$ cat src/rtl/decode_stage.sv
// decode_stage: RV64I instruction decode.
// Register-file read indices are driven combinationally from the incoming instruction. The
// decoded control, immediate, PC and rd are registered for execute, so they line up with the
// operands the register file returns one cycle later. Load-use hazards against the held
// instruction insert one bubble.
// Ports:
//   clk, reset              clock, asynchronous active-high reset
//   instr_valid_in          fetch presents a valid instruction
//   instr_in, pc_in         instruction word and its PC
//   stall_in, flush_in      downstream stall (hold) / squash of decode
//   stall_out               to fetch: hold instr/pc (combinational)
//   rs1_out, rs2_out        register-file read indices (combinational)
//   valid_out .. illegal_out registered decode results for execute
module decode_stage #(
  parameter int unsigned XLEN      = 64,
  parameter int unsigned REG_IDX_W = 9
) (
  input  logic                 clk,
  input  logic                 reset,
  input  logic                 instr_valid_in,
  input  logic [31:0]          instr_in,
  input  logic [XLEN-1:0]      pc_in,
  input  logic                 stall_in,
  input  logic                 flush_in,
  output logic                 stall_out,
  output logic [REG_IDX_W-1:0] rs1_out,
  output logic [REG_IDX_W-1:0] rs2_out,
  output logic                 valid_out,
  output logic [XLEN-1:0]      pc_out,
  output logic [REG_IDX_W-1:0] rd_out,
  output logic                 rd_write_out,
  output logic [XLEN-1:0]      imm_out,
  output logic [3:0]           alu_op_out,
  output logic                 src1_pc_out,
  output logic                 src2_imm_out,
  output logic                 word_out,
  output logic                 mem_read_out,
  output logic                 mem_write_out,
  output logic [2:0]           mem_size_out,
  output logic                 branch_out,
  output logic                 jump_out,
  output logic                 illegal_out
);

  localparam logic [6:0] OpLui    = 7'b0110111;
  localparam logic [6:0] OpAuipc  = 7'b0010111;
  localparam logic [6:0] OpJal    = 7'b1101111;
  localparam logic [6:0] OpJalr   = 7'b1100111;
  localparam logic [6:0] OpBranch = 7'b1100011;
  localparam logic [6:0] OpLoad   = 7'b0000011;
  localparam logic [6:0] OpStore  = 7'b0100011;
  localparam logic [6:0] OpImm    = 7'b0010011;
  localparam logic [6:0] OpReg    = 7'b0110011;
  localparam logic [6:0] OpImm32  = 7'b0011011;
  localparam logic [6:0] OpReg32  = 7'b0111011;
  localparam logic [6:0] OpMisc   = 7'b0001111;

  localparam logic [3:0] AluAdd  = 4'd0;
  localparam logic [3:0] AluSub  = 4'd1;
  localparam logic [3:0] AluSll  = 4'd2;
  localparam logic [3:0] AluSlt  = 4'd3;
  localparam logic [3:0] AluSltu = 4'd4;
  localparam logic [3:0] AluXor  = 4'd5;
  localparam logic [3:0] AluSrl  = 4'd6;
  localparam logic [3:0] AluSra  = 4'd7;
  localparam logic [3:0] AluOr   = 4'd8;
  localparam logic [3:0] AluAnd  = 4'd9;
  localparam logic [3:0] AluPass = 4'd10;

  logic [6:0]           w_opcode;
  logic [2:0]           w_funct3;
  logic [6:0]           w_funct7;
  logic [REG_IDX_W-1:0] w_rd_idx;
  logic [XLEN-1:0]      w_imm_i, w_imm_s, w_imm_b, w_imm_u, w_imm_j, w_shamt6, w_shamt5;
  logic [3:0]           w_alu_f3;
  logic [XLEN-1:0]      w_imm;
  logic [3:0]           w_alu_op;
  logic                 w_rd_write, w_src1_pc, w_src2_imm, w_word, w_mem_read, w_mem_write;
  logic                 w_branch, w_jump, w_illegal, w_rs1_used, w_rs2_used;
  logic                 w_hazard, w_load;

  logic                 r_valid, r_rd_write, r_src1_pc, r_src2_imm, r_word;
  logic                 r_mem_read, r_mem_write, r_branch, r_jump, r_illegal;
  logic [XLEN-1:0]      r_pc, r_imm;
  logic [REG_IDX_W-1:0] r_rd;
  logic [3:0]           r_alu_op;
  logic [2:0]           r_mem_size;

  assign w_opcode = instr_in[6:0];
  assign w_funct3 = instr_in[14:12];
  assign w_funct7 = instr_in[31:25];
  assign w_rd_idx = {{(REG_IDX_W-5){1'b0}}, instr_in[11:7]};
  assign rs1_out  = {{(REG_IDX_W-5){1'b0}}, instr_in[19:15]};
  assign rs2_out  = {{(REG_IDX_W-5){1'b0}}, instr_in[24:20]};

  assign w_imm_i  = {{(XLEN-12){instr_in[31]}}, instr_in[31:20]};
  assign w_imm_s  = {{(XLEN-12){instr_in[31]}}, instr_in[31:25], instr_in[11:7]};
  assign w_imm_b  = {{(XLEN-12){instr_in[31]}}, instr_in[7], instr_in[30:25], instr_in[11:8],
                     1'b0};
  assign w_imm_u  = {{(XLEN-32){instr_in[31]}}, instr_in[31:12], 12'b0};
  assign w_imm_j  = {{(XLEN-20){instr_in[31]}}, instr_in[19:12], instr_in[20], instr_in[30:21],
                     1'b0};
  assign w_shamt6 = {{(XLEN-6){1'b0}}, instr_in[25:20]};
  assign w_shamt5 = {{(XLEN-5){1'b0}}, instr_in[24:20]};

  // funct3 -> ALU op shared by the register and immediate arithmetic groups; bit 30 picks SRA.
  always_comb begin
    w_alu_f3 = AluAdd;
    unique case (w_funct3)
      3'b000:  w_alu_f3 = AluAdd;
      3'b001:  w_alu_f3 = AluSll;
      3'b010:  w_alu_f3 = AluSlt;
      3'b011:  w_alu_f3 = AluSltu;
      3'b100:  w_alu_f3 = AluXor;
      3'b101:  w_alu_f3 = instr_in[30] ? AluSra : AluSrl;
      3'b110:  w_alu_f3 = AluOr;
      3'b111:  w_alu_f3 = AluAnd;
      default: w_alu_f3 = AluAdd;
    endcase
  end

  always_comb begin
    w_imm       = '0;
    w_alu_op    = AluAdd;
    w_rd_write  = 1'b0;
    w_src1_pc   = 1'b0;
    w_src2_imm  = 1'b0;
    w_word      = 1'b0;
    w_mem_read  = 1'b0;
    w_mem_write = 1'b0;
    w_branch    = 1'b0;
    w_jump      = 1'b0;
    w_illegal   = 1'b0;
    w_rs1_used  = 1'b1;
    w_rs2_used  = 1'b0;
    case (w_opcode)
      OpLui: begin
        w_imm = w_imm_u; w_alu_op = AluPass; w_src2_imm = 1'b1; w_rd_write = 1'b1;
        w_rs1_used = 1'b0;
      end
      OpAuipc: begin
        w_imm = w_imm_u; w_src1_pc = 1'b1; w_src2_imm = 1'b1; w_rd_write = 1'b1;
        w_rs1_used = 1'b0;
      end
      OpJal: begin
        w_imm = w_imm_j; w_src1_pc = 1'b1; w_src2_imm = 1'b1; w_rd_write = 1'b1;
        w_jump = 1'b1; w_rs1_used = 1'b0;
      end
      OpJalr: begin
        w_imm = w_imm_i; w_src2_imm = 1'b1; w_rd_write = 1'b1; w_jump = 1'b1;
      end
      OpBranch: begin
        w_imm = w_imm_b; w_alu_op = AluSub; w_branch = 1'b1; w_rs2_used = 1'b1;
      end
      OpLoad: begin
        w_imm = w_imm_i; w_src2_imm = 1'b1; w_rd_write = 1'b1; w_mem_read = 1'b1;
      end
      OpStore: begin
        w_imm = w_imm_s; w_src2_imm = 1'b1; w_mem_write = 1'b1; w_rs2_used = 1'b1;
      end
      OpImm, OpImm32: begin
        w_word     = (w_opcode == OpImm32);
        w_alu_op   = w_alu_f3;
        w_src2_imm = 1'b1;
        w_rd_write = 1'b1;
        if (w_funct3 == 3'b001 || w_funct3 == 3'b101) begin
          w_imm = w_word ? w_shamt5 : w_shamt6;
        end else begin
          w_imm = w_imm_i;
        end
      end
      OpReg, OpReg32: begin
        w_word     = (w_opcode == OpReg32);
        w_alu_op   = (w_funct3 == 3'b000 && instr_in[30]) ? AluSub : w_alu_f3;
        w_rd_write = 1'b1;
        w_rs2_used = 1'b1;
        // Only funct7 0x00, or 0x20 for SUB/SRA, exists in the base integer OP group.
        if (w_opcode == OpReg &&
            !(w_funct7 == 7'h00 ||
              (w_funct7 == 7'h20 && (w_funct3 == 3'b000 || w_funct3 == 3'b101)))) begin
          w_illegal = 1'b1;
        end
      end
      OpMisc: ;  // FENCE: valid no-op
      default: w_illegal = 1'b1;
    endcase
    if (instr_in[1:0] != 2'b11) w_illegal = 1'b1;
    if (w_illegal) begin
      w_rd_write  = 1'b0;
      w_mem_read  = 1'b0;
      w_mem_write = 1'b0;
      w_branch    = 1'b0;
      w_jump      = 1'b0;
    end
    if (w_rd_idx == '0) w_rd_write = 1'b0;
  end

  // Load-use: the held load's rd is read by the incoming instruction before it is available.
  assign w_hazard = instr_valid_in & r_valid & r_mem_read & (r_rd != '0) &
                    ((w_rs1_used & (rs1_out == r_rd)) | (w_rs2_used & (rs2_out == r_rd)));
  assign stall_out = stall_in | (w_hazard & ~flush_in);
  assign w_load    = instr_valid_in & ~w_hazard;

  always_ff @(posedge clk or posedge reset) begin
    if (reset) begin
      r_valid     <= 1'b0;
      r_pc        <= '0;
      r_rd        <= '0;
      r_rd_write  <= 1'b0;
      r_imm       <= '0;
      r_alu_op    <= '0;
      r_src1_pc   <= 1'b0;
      r_src2_imm  <= 1'b0;
      r_word      <= 1'b0;
      r_mem_read  <= 1'b0;
      r_mem_write <= 1'b0;
      r_mem_size  <= '0;
      r_branch    <= 1'b0;
      r_jump      <= 1'b0;
      r_illegal   <= 1'b0;
    end else if (flush_in) begin
      r_valid     <= 1'b0;
      r_rd_write  <= 1'b0;
      r_mem_read  <= 1'b0;
      r_mem_write <= 1'b0;
      r_branch    <= 1'b0;
      r_jump      <= 1'b0;
      r_illegal   <= 1'b0;
    end else if (!stall_in) begin
      r_valid     <= w_load;
      r_pc        <= pc_in;
      r_rd        <= w_rd_idx;
      r_imm       <= w_imm;
      r_alu_op    <= w_alu_op;
      r_src1_pc   <= w_src1_pc;
      r_src2_imm  <= w_src2_imm;
      r_word      <= w_word;
      r_mem_size  <= (w_mem_read | w_mem_write | w_branch) ? w_funct3 : 3'b000;
      r_rd_write  <= w_load & w_rd_write;
      r_mem_read  <= w_load & w_mem_read;
      r_mem_write <= w_load & w_mem_write;
      r_branch    <= w_load & w_branch;
      r_jump      <= w_load & w_jump;
      r_illegal   <= w_load & w_illegal;
    end
  end

  assign valid_out     = r_valid;
  assign pc_out        = r_pc;
  assign rd_out        = r_rd;
  assign rd_write_out  = r_rd_write;
  assign imm_out       = r_imm;
  assign alu_op_out    = r_alu_op;
  assign src1_pc_out   = r_src1_pc;
  assign src2_imm_out  = r_src2_imm;
  assign word_out      = r_word;
  assign mem_read_out  = r_mem_read;
  assign mem_write_out = r_mem_write;
  assign mem_size_out  = r_mem_size;
  assign branch_out    = r_branch;
  assign jump_out      = r_jump;
  assign illegal_out   = r_illegal;

endmodule

$ cat config.mk
export PLATFORM = sky130hd
export DESIGN_NAME = decode_stage
export DESIGN_NICKNAME = d
export VERILOG_FILES = /design/src/rtl/decode_stage.sv
export SDC_FILE = /design/constraint.sdc
export NUM_CORES = 1
export LEC_CHECK = 0
export BUFFER_PORTS_ARGS = -buffer_cell sky130_fd_sc_hd__buf_2
export CORE_AREA = 2 2 114 116
export CTS_CLUSTER_SIZE = 24
export DETAILED_ROUTE_END_ITERATION = 8
export DIE_AREA = 0 0 116 118
export PLACE_DENSITY = 0.75
export SETUP_SLACK_MARGIN = 0.05
export SLEW_MARGIN = 15
export SYNTH_ARGS = -nofsm -noshare
export SYNTH_HDL_FRONTEND = slang
export SYNTH_SLANG_ARGS = --single-unit
$ cat constraint.sdc
create_clock -name clk -period 4 [get_ports clk]
set_input_delay 0.2 -clock clk [delete_from_list [all_inputs] [get_ports clk]]
set_output_delay 0.2 -clock clk [all_outputs]
set_load 0.02 [all_outputs]
==> results.ini, run 1 <==
[placed_design]
gp_congestion = 0.9054
dp_hpwl_um = 11240
pre_cts_slack_ns = 1.556
numPortBuffers = 261
dpl_cell_area_um2 = 6644

[timing]
finalSetupTns_ns = 0
worstMarginPinSlew_ns = 1.188
max_freq_ghz = 0.4098
setup_viol = 0
hold_viol_final = 0
drv_slew = 0
whs_ns = 0.02534
min_period_ns = 2.440
rsz0062_at_grt = no
slew_headroom_pct = 20.18
skew_ns = 0.004696
fin_ws_ns = 1.560
fin_crit_sh_pct = 61.01

[setup_path]
r2r_cells = 5
setup.worst_path.start_class = flop
rr_startpoint = rd_out[0]$_DFFE_PP0P_
endpoint = stall_out
worst_setup_path_end_kind = primary output
r2r-end = branch_out$_DFFE_PP0P_
path_class = flop to primary output
r2r_slack_ns = 2.18
cp_max_fo = 8
critical_path_required_ns = 3.80
critPathArrivalTime_ns = 2.24
worstSetupStartpoint = rd_out[0]$_DFFE_PP0P_

[yosys]
synth_seq_cells = 118
syn_area_um2 = 5579
ys.warnings.count = 0
syn-instance-count = 616
synthArstFlopShare_pct = 100.0
synth-edff-count = 0
synth_ff_type = dfrtp_1
seq_area_frac_synth_pct = 52.93
syn_avg_cell_area_um2 = 9.057
ys_types = 49

[route]
via_count = 5420
wl_per_cell_um = 16.03
drc = 0
drt_pass1_iterations = 5
ant_nets = 0
wl_um = 17140
drt_iter0_drc = 380
via_per_inst = 5.070

[cells_and_area]
synthToLayoutAreaGrowth_pct = 40.23
final_cell_area_um2 = 7824
regArea_um2 = 2953
layout-drive-gt1-share_pct = 34.15
fill_cells = 1011
nets = 989
multi_input_area_um2 = 2126
utilization_pct = 63.02
final_cell_mix = buf_2, nand2_1, dfrtp_1
final_common_cell = buf_2

[floorplan]
fp.coreArea_um2 = 12410
die_w_um = 116
rows = 41
die_height_um = 118
io_pins = 274
die-area_um2 = 13690
start_util_pct = 44.94

[pwr]
power_density_nw_per_um2 = 435.5
ir_worst_vdd_mv = 0.2782
seqPwrFrac_pct = 39.9
p_sw_mw = 0.9976
clockPowerShare_pct = 40.5
p_sw_share_pct = 29.28
pwr-share-comb_pct = 19.6
internal-power_mw = 2.409
leakage_nw = 4.325

[min_path]
whs_path_depth = 3
holdCritPathClass = input port to flop

[clocking]
cts.htree.levels = 4
cts-root-buf = clkbuf_16
cts_tree = yes
cts_sinks = 118
post_cts_resized = 0
cts_buffers = 17
cts_buffer_depth = 2
postCtsSetupBuffers = 0
clk_pin_slew_worst_paths_ns = 0.05
clk_latency_ns = 0.41

[job]
maxCapViolCount = 0

[grt]
grt_max_degree = 65
antenna_found_initial = 1
grt_pass1_vias = 5316
grt_pass1_wl_um = 27020
grt.overflow.total = 0
track_usage_pct = 25.55

[outcome]
status = finished clean

==> flip-flops by register name, indices dropped and copies added (netlist names) <==
signal / count
imm_out: 32
rd_write_out: 1
jump_out: 1
word_out: 1
src1_pc_out: 1
pc_out: 64
valid_out: 1
mem_write_out: 1
src2_imm_out: 1
mem_size_out: 3
branch_out: 1
illegal_out: 1
alu_op_out: 4
mem_read_out: 1
rd_out: 5
==> cells by family after synthesis <==
logic type	synth area share, %
AND/OR/NAND/NOR	23.73
other	0.06722
flip-flops	52.93
buffers and inverters	9.890
XOR/XNOR	1.727
AO/OA/AOI/OAI	11.12
multiplexers	0.5383
==> worst min-delay path by stage <==
| stage | start | slack (ns) | end |
|---|---|---|---|
| floorplan | pc_in[0] | 0.31 | pc_out[0]$_DFFE_PP0P_ |
| global placement | reset | 0.34 | pc_out[34]$_DFFE_PP0P_ |
| detailed placement | reset | 0.34 | rd_out[1]$_DFFE_PP0P_ |
| CTS | instr_in[8] | 0.008 | rd_out[1]$_DFFE_PP0P_ |
| global route | pc_in[46] | 0.01 | pc_out[46]$_DFFE_PP0P_ |
| finish | pc_in[46] | 0.03 | pc_out[46]$_DFFE_PP0P_ |
==> synth_stat cells (2+ instances only) <==
cell type	n	area [µm²]
nand2b_1	4	25.02
a221o_1	18	180.2
or4_1	4	30.03
nor3b_1	2	15.01
a211oi_1	2	15.01
or4_4	2	22.52
xor2_1	8	70.07
nor3_1	11	55.05
a22oi_1	6	45.04
mux2i_1	3	30.03
o2111ai_1	2	17.52
or2_2	3	18.77
dfrtp_1	118	2953
a32o_1	2	20.02
nor2_1	13	48.80
nor2b_1	3	18.77
clkbuf_1	30	112.6
inv_1	3	11.26
a21oi_1	9	45.04
nand4_1	3	18.77
and3_1	6	37.54
buf_2	2	10.01
buf_4	55	412.9
nor4_1	3	18.77
nand2_1	240	900.9
o31ai_1	3	22.52
nand3_1	7	35.03
xnor2_1	3	26.28
o21ai_0	21	105.1
a31oi_1	2	12.51
nand3b_1	2	15.01
a22o_1	8	70.07
nor3_2	2	20.02
==> cell type report <==
| class | instances | share of cell area [%] |
|---|---|---|
| clock buffer | 22 | 6.061 |
| antenna | 1 | 0.03198 |
| multi-input combinational | 418 | 27.17 |
| clock inverter | 5 | 0.6717 |
| inverter | 3 | 0.1759 |
| sequential | 118 | 37.74 |
| timing repair buffer | 330 | 25.40 |
| tap | 172 | 2.751 |
==> timing repair <==
item                                    4_1_cts  5_1_grt
hold endpoints to repair                    114        0
hold buffers                                 65        0
endpoints found under the setup margin        0        0
==> through the flow <==
stage                     power (mW)  cells
after floorplan                1.798    627
after global placement         1.977    976
after detailed placement       1.986    976
after CTS                      3.425   1068
after global routing           3.560   1069
final                          3.407   1069
==> metal layers <==
metal	track usage, %	up-vias	share of wire (%)
li1	-	2534	-
met1	32.92	2570	40
met2	40.17	281	49
met3	7.827	35	8.7
met4	9.896	0	2.4
met5	0	-	0
==> power by group through the flow <==
stage	registers [mW]	clock network [mW]	logic (mW)
3_5_place_dp	1.37	0	0.615
3_3_place_gp	1.37	0	0.606
4_1_cts	1.36	1.41	0.662
5_1_grt	1.37	1.46	0.729
2_1_floorplan	1.49	0	0.309
6_report	1.36	1.38	0.669
==> worst max-delay path: stages, from the launching register on <==
cell and delay [ns]:
dfrtp_1 0.44, xor2_1 0.18, nor4_1 0.37, nand4_1 0.16
a21oi_2 0.37, a21o_1 0.17, buf_2 0.15
(Power assumes the default switching activity.)
==> run 2: changes to the inputs <==
--- a/config.mk
+++ b/config.mk
@@ -6,11 +6,11 @@
 export NUM_CORES = 1
 export LEC_CHECK = 0
 export BUFFER_PORTS_ARGS = -buffer_cell sky130_fd_sc_hd__buf_2
-export CORE_AREA = 2 2 114 116
+export CORE_AREA = 2 2 119 121
 export CTS_CLUSTER_SIZE = 24
 export DETAILED_ROUTE_END_ITERATION = 8
-export DIE_AREA = 0 0 116 118
-export PLACE_DENSITY = 0.75
+export DIE_AREA = 0 0 121 123
+export PLACE_DENSITY = 0.73
 export SETUP_SLACK_MARGIN = 0.05
 export SLEW_MARGIN = 15
 export SYNTH_ARGS = -nofsm -noshare
==> constraint.sdc (replaced) <==
create_clock -name clk -period 2.2 [get_ports clk]
set_input_delay 0.11 -clock clk [delete_from_list [all_inputs] [get_ports clk]]
set_output_delay 0.11 -clock clk [all_outputs]
set_load 0.02 [all_outputs]
==> run 2 against run 1 <==
  * Design area up 5.8%
  * Die area up 8.7%
  * Cell count up 4.2%
  * Critical path type unchanged
==> results.ini, run 2 (same netlist as run 1, synthesis figures left out) <==
[grt]
grt.overflow.total = 0
grt_pass1_vias = 5166
antenna_found_initial = 0
track_usage_pct = 22.78
grt_pass1_wl_um = 26200
grt_max_degree = 119

[floorplan]
die_height_um = 123
die-area_um2 = 14880
io_pins = 274
die_w_um = 121
start_util_pct = 40.99
fp.coreArea_um2 = 13610
rows = 43

[setup_path]
r2r_cells = 7
setup.worst_path.start_class = flop
crit_chain = or4_4, o2111ai_2, a21oi_2, a21o_1, buf_4
path_class = flop to primary output
r2r-end = mem_read_out$_DFFE_PP0P_
cp_max_fo = 5
critPathArrivalTime_ns = 1.95
r2r_slack_ns = 0.25
rr_startpoint = rd_out[1]$_DFFE_PP0P_
critical_path_required_ns = 2.09
worst_path_max_delay_cell = or4_4
cpPeakStageDelay_ns = 0.52
worst_setup_path_end_kind = primary output

[route]
wl_um = 17280
via_count = 5494
drt_iter0_drc = 311
wl_per_cell_um = 15.51
drt_pass1_iterations = 5
ant_nets = 0
via_per_inst = 4.932
drc = 0

[timing]
finalSetupTns_ns = 0
hold_viol_final = 0
fin_ws_ns = 0.1378
slew_headroom_pct = 46.20
drv_slew = 0
worstMarginPinSlew_ns = 0.8026
fin_crit_sh_pct = 93.74
max_freq_ghz = 0.4849
min_period_ns = 2.062
setup_viol = 0
skew_ns = 0.01007
rsz0062_at_grt = no

[outcome]
status = finished clean

[cells_and_area]
largest_reg_flops = 64
num_antenna_cells = 0
nets = 1022
final_cell_mix = buf_2, nand2_1, dfrtp_1
final_common_cell = buf_2
synthToLayoutAreaGrowth_pct = 48.33
layout-drive-gt1-share_pct = 35.55

[clocking]
cts_buffers = 17
cts_buffer_depth = 2
cts_tree = yes
cts.htree.levels = 4
clk_latency_ns = 0.41
cts_sinks = 118
clk_pin_slew_worst_paths_ns = 0.06
cts-root-buf = clkbuf_16

[pwr]
leakage_nw = 4.515
p_sw_mw = 1.910
ir_worst_vdd_mv = 0.4384
pwr-share-comb_pct = 19.0
seqPwrFrac_pct = 37.1
clockPowerShare_pct = 43.9
internal-power_mw = 4.739
power_density_nw_per_um2 = 803.4
p_sw_share_pct = 28.73

[placed_design]
pre_cts_slack_ns = 0.1540
gp_congestion = 0.9117
dp_hpwl_um = 11060
numPortBuffers = 261

[job]
maxCapViolCount = 0

[min_path]
hold_path.startpoint = instr_in[24]
holdCritPathClass = input port to flop
whs_path_depth = 2
hold_end = imm_out[24]$_DFFE_PP0P_

run 2: cell count changes in the layout (fill, tap and decap cells not counted), moves of 3 or more:
cell,previous run,this run
clkinvlp_4,1,4
dfrtp_2,0,4
dfrtp_1,118,114
buf_4,4,16
dlygate4sd3_1,65,85
bufinv_16,1,4
run 2: cell type report:
type                       instances  area (µm²)
sequential                       118        2958
tap                              180       225.2
inverter                           3       15.01
clock inverter                    13       180.2
fill                            1098        5336
multi-input combinational        418        2142
clock buffer                      19       442.9
timing repair buffer             363        2312
run 2: how the worst max path moves through the flow:
stage	slack (ns)	end	startpoint	cells past startpoint
floorplan	0.51	stall_out	rd_out[0]$_DFFE_PP0P_	5
global placement	0.25	imm_out[28]$_DFFE_PP0P_	instr_in[4]	6
detailed placement	0.15	imm_out[20]$_DFFE_PP0P_	instr_in[4]	6
CTS	0.06	stall_out	rd_out[0]$_DFFE_PP0P_	5
global route	0.07	stall_out	rd_out[1]$_DFFE_PP0P_	5
finish	0.14	stall_out	rd_out[1]$_DFFE_PP0P_	5
run 2: worst max-delay path, delay by kind of cell (launching register included):
| family | cells | cell delay (ns) |
|---|---|---|
| buffers and inverters | 1 | 0.15 |
| DFF | 1 | 0.44 |
| and+or+nand+nor | 1 | 0.52 |
| AOI/OAI and AO/OA | 3 | 0.43 |
run 2: power by group through the flow:
stage / registers [mW] / logic (mW) / clock network [mW]
after global routing: 2.49 / 1.37 / 3.09
after CTS: 2.46 / 1.24 / 2.97
after detailed placement: 2.49 / 1.13 / 0
after floorplan: 2.71 / 0.562 / 0
final: 2.46 / 1.27 / 2.92
after global placement: 2.49 / 1.11 / 0
run 2: repair_timing:
action,4_1_cts,5_1_grt
hold endpoints to repair,207,0
hold buffers,85,0
pin swaps,2,2
gates resized for setup,1,7
setup endpoints to repair,1,1
buffers inserted,1,3
run 2: per-layer routing:
metal	vias up	wire, µm	GRT usage [%]
met2	268	8421	37.11
met1	2575	7049	27.87
met5	-	0	0
met4	0	496	10.03
li1	2615	-	-
met3	36	1313	7.196
run 2: through the flow:
step	instance area [µm²]	total power, mW	hold slack [ns]	cells	util, %
detailed placement	6748	3.618	0.3023	993	49.57
global placement	6748	3.604	0.2986	993	49.57
floorplan	5624	3.270	0.2154	627	-
CTS	8230	6.668	0.01092	1111	60.47
global route	8275	6.944	0.02489	1114	60.80
finish	8275	6.649	0.03338	1114	60.80
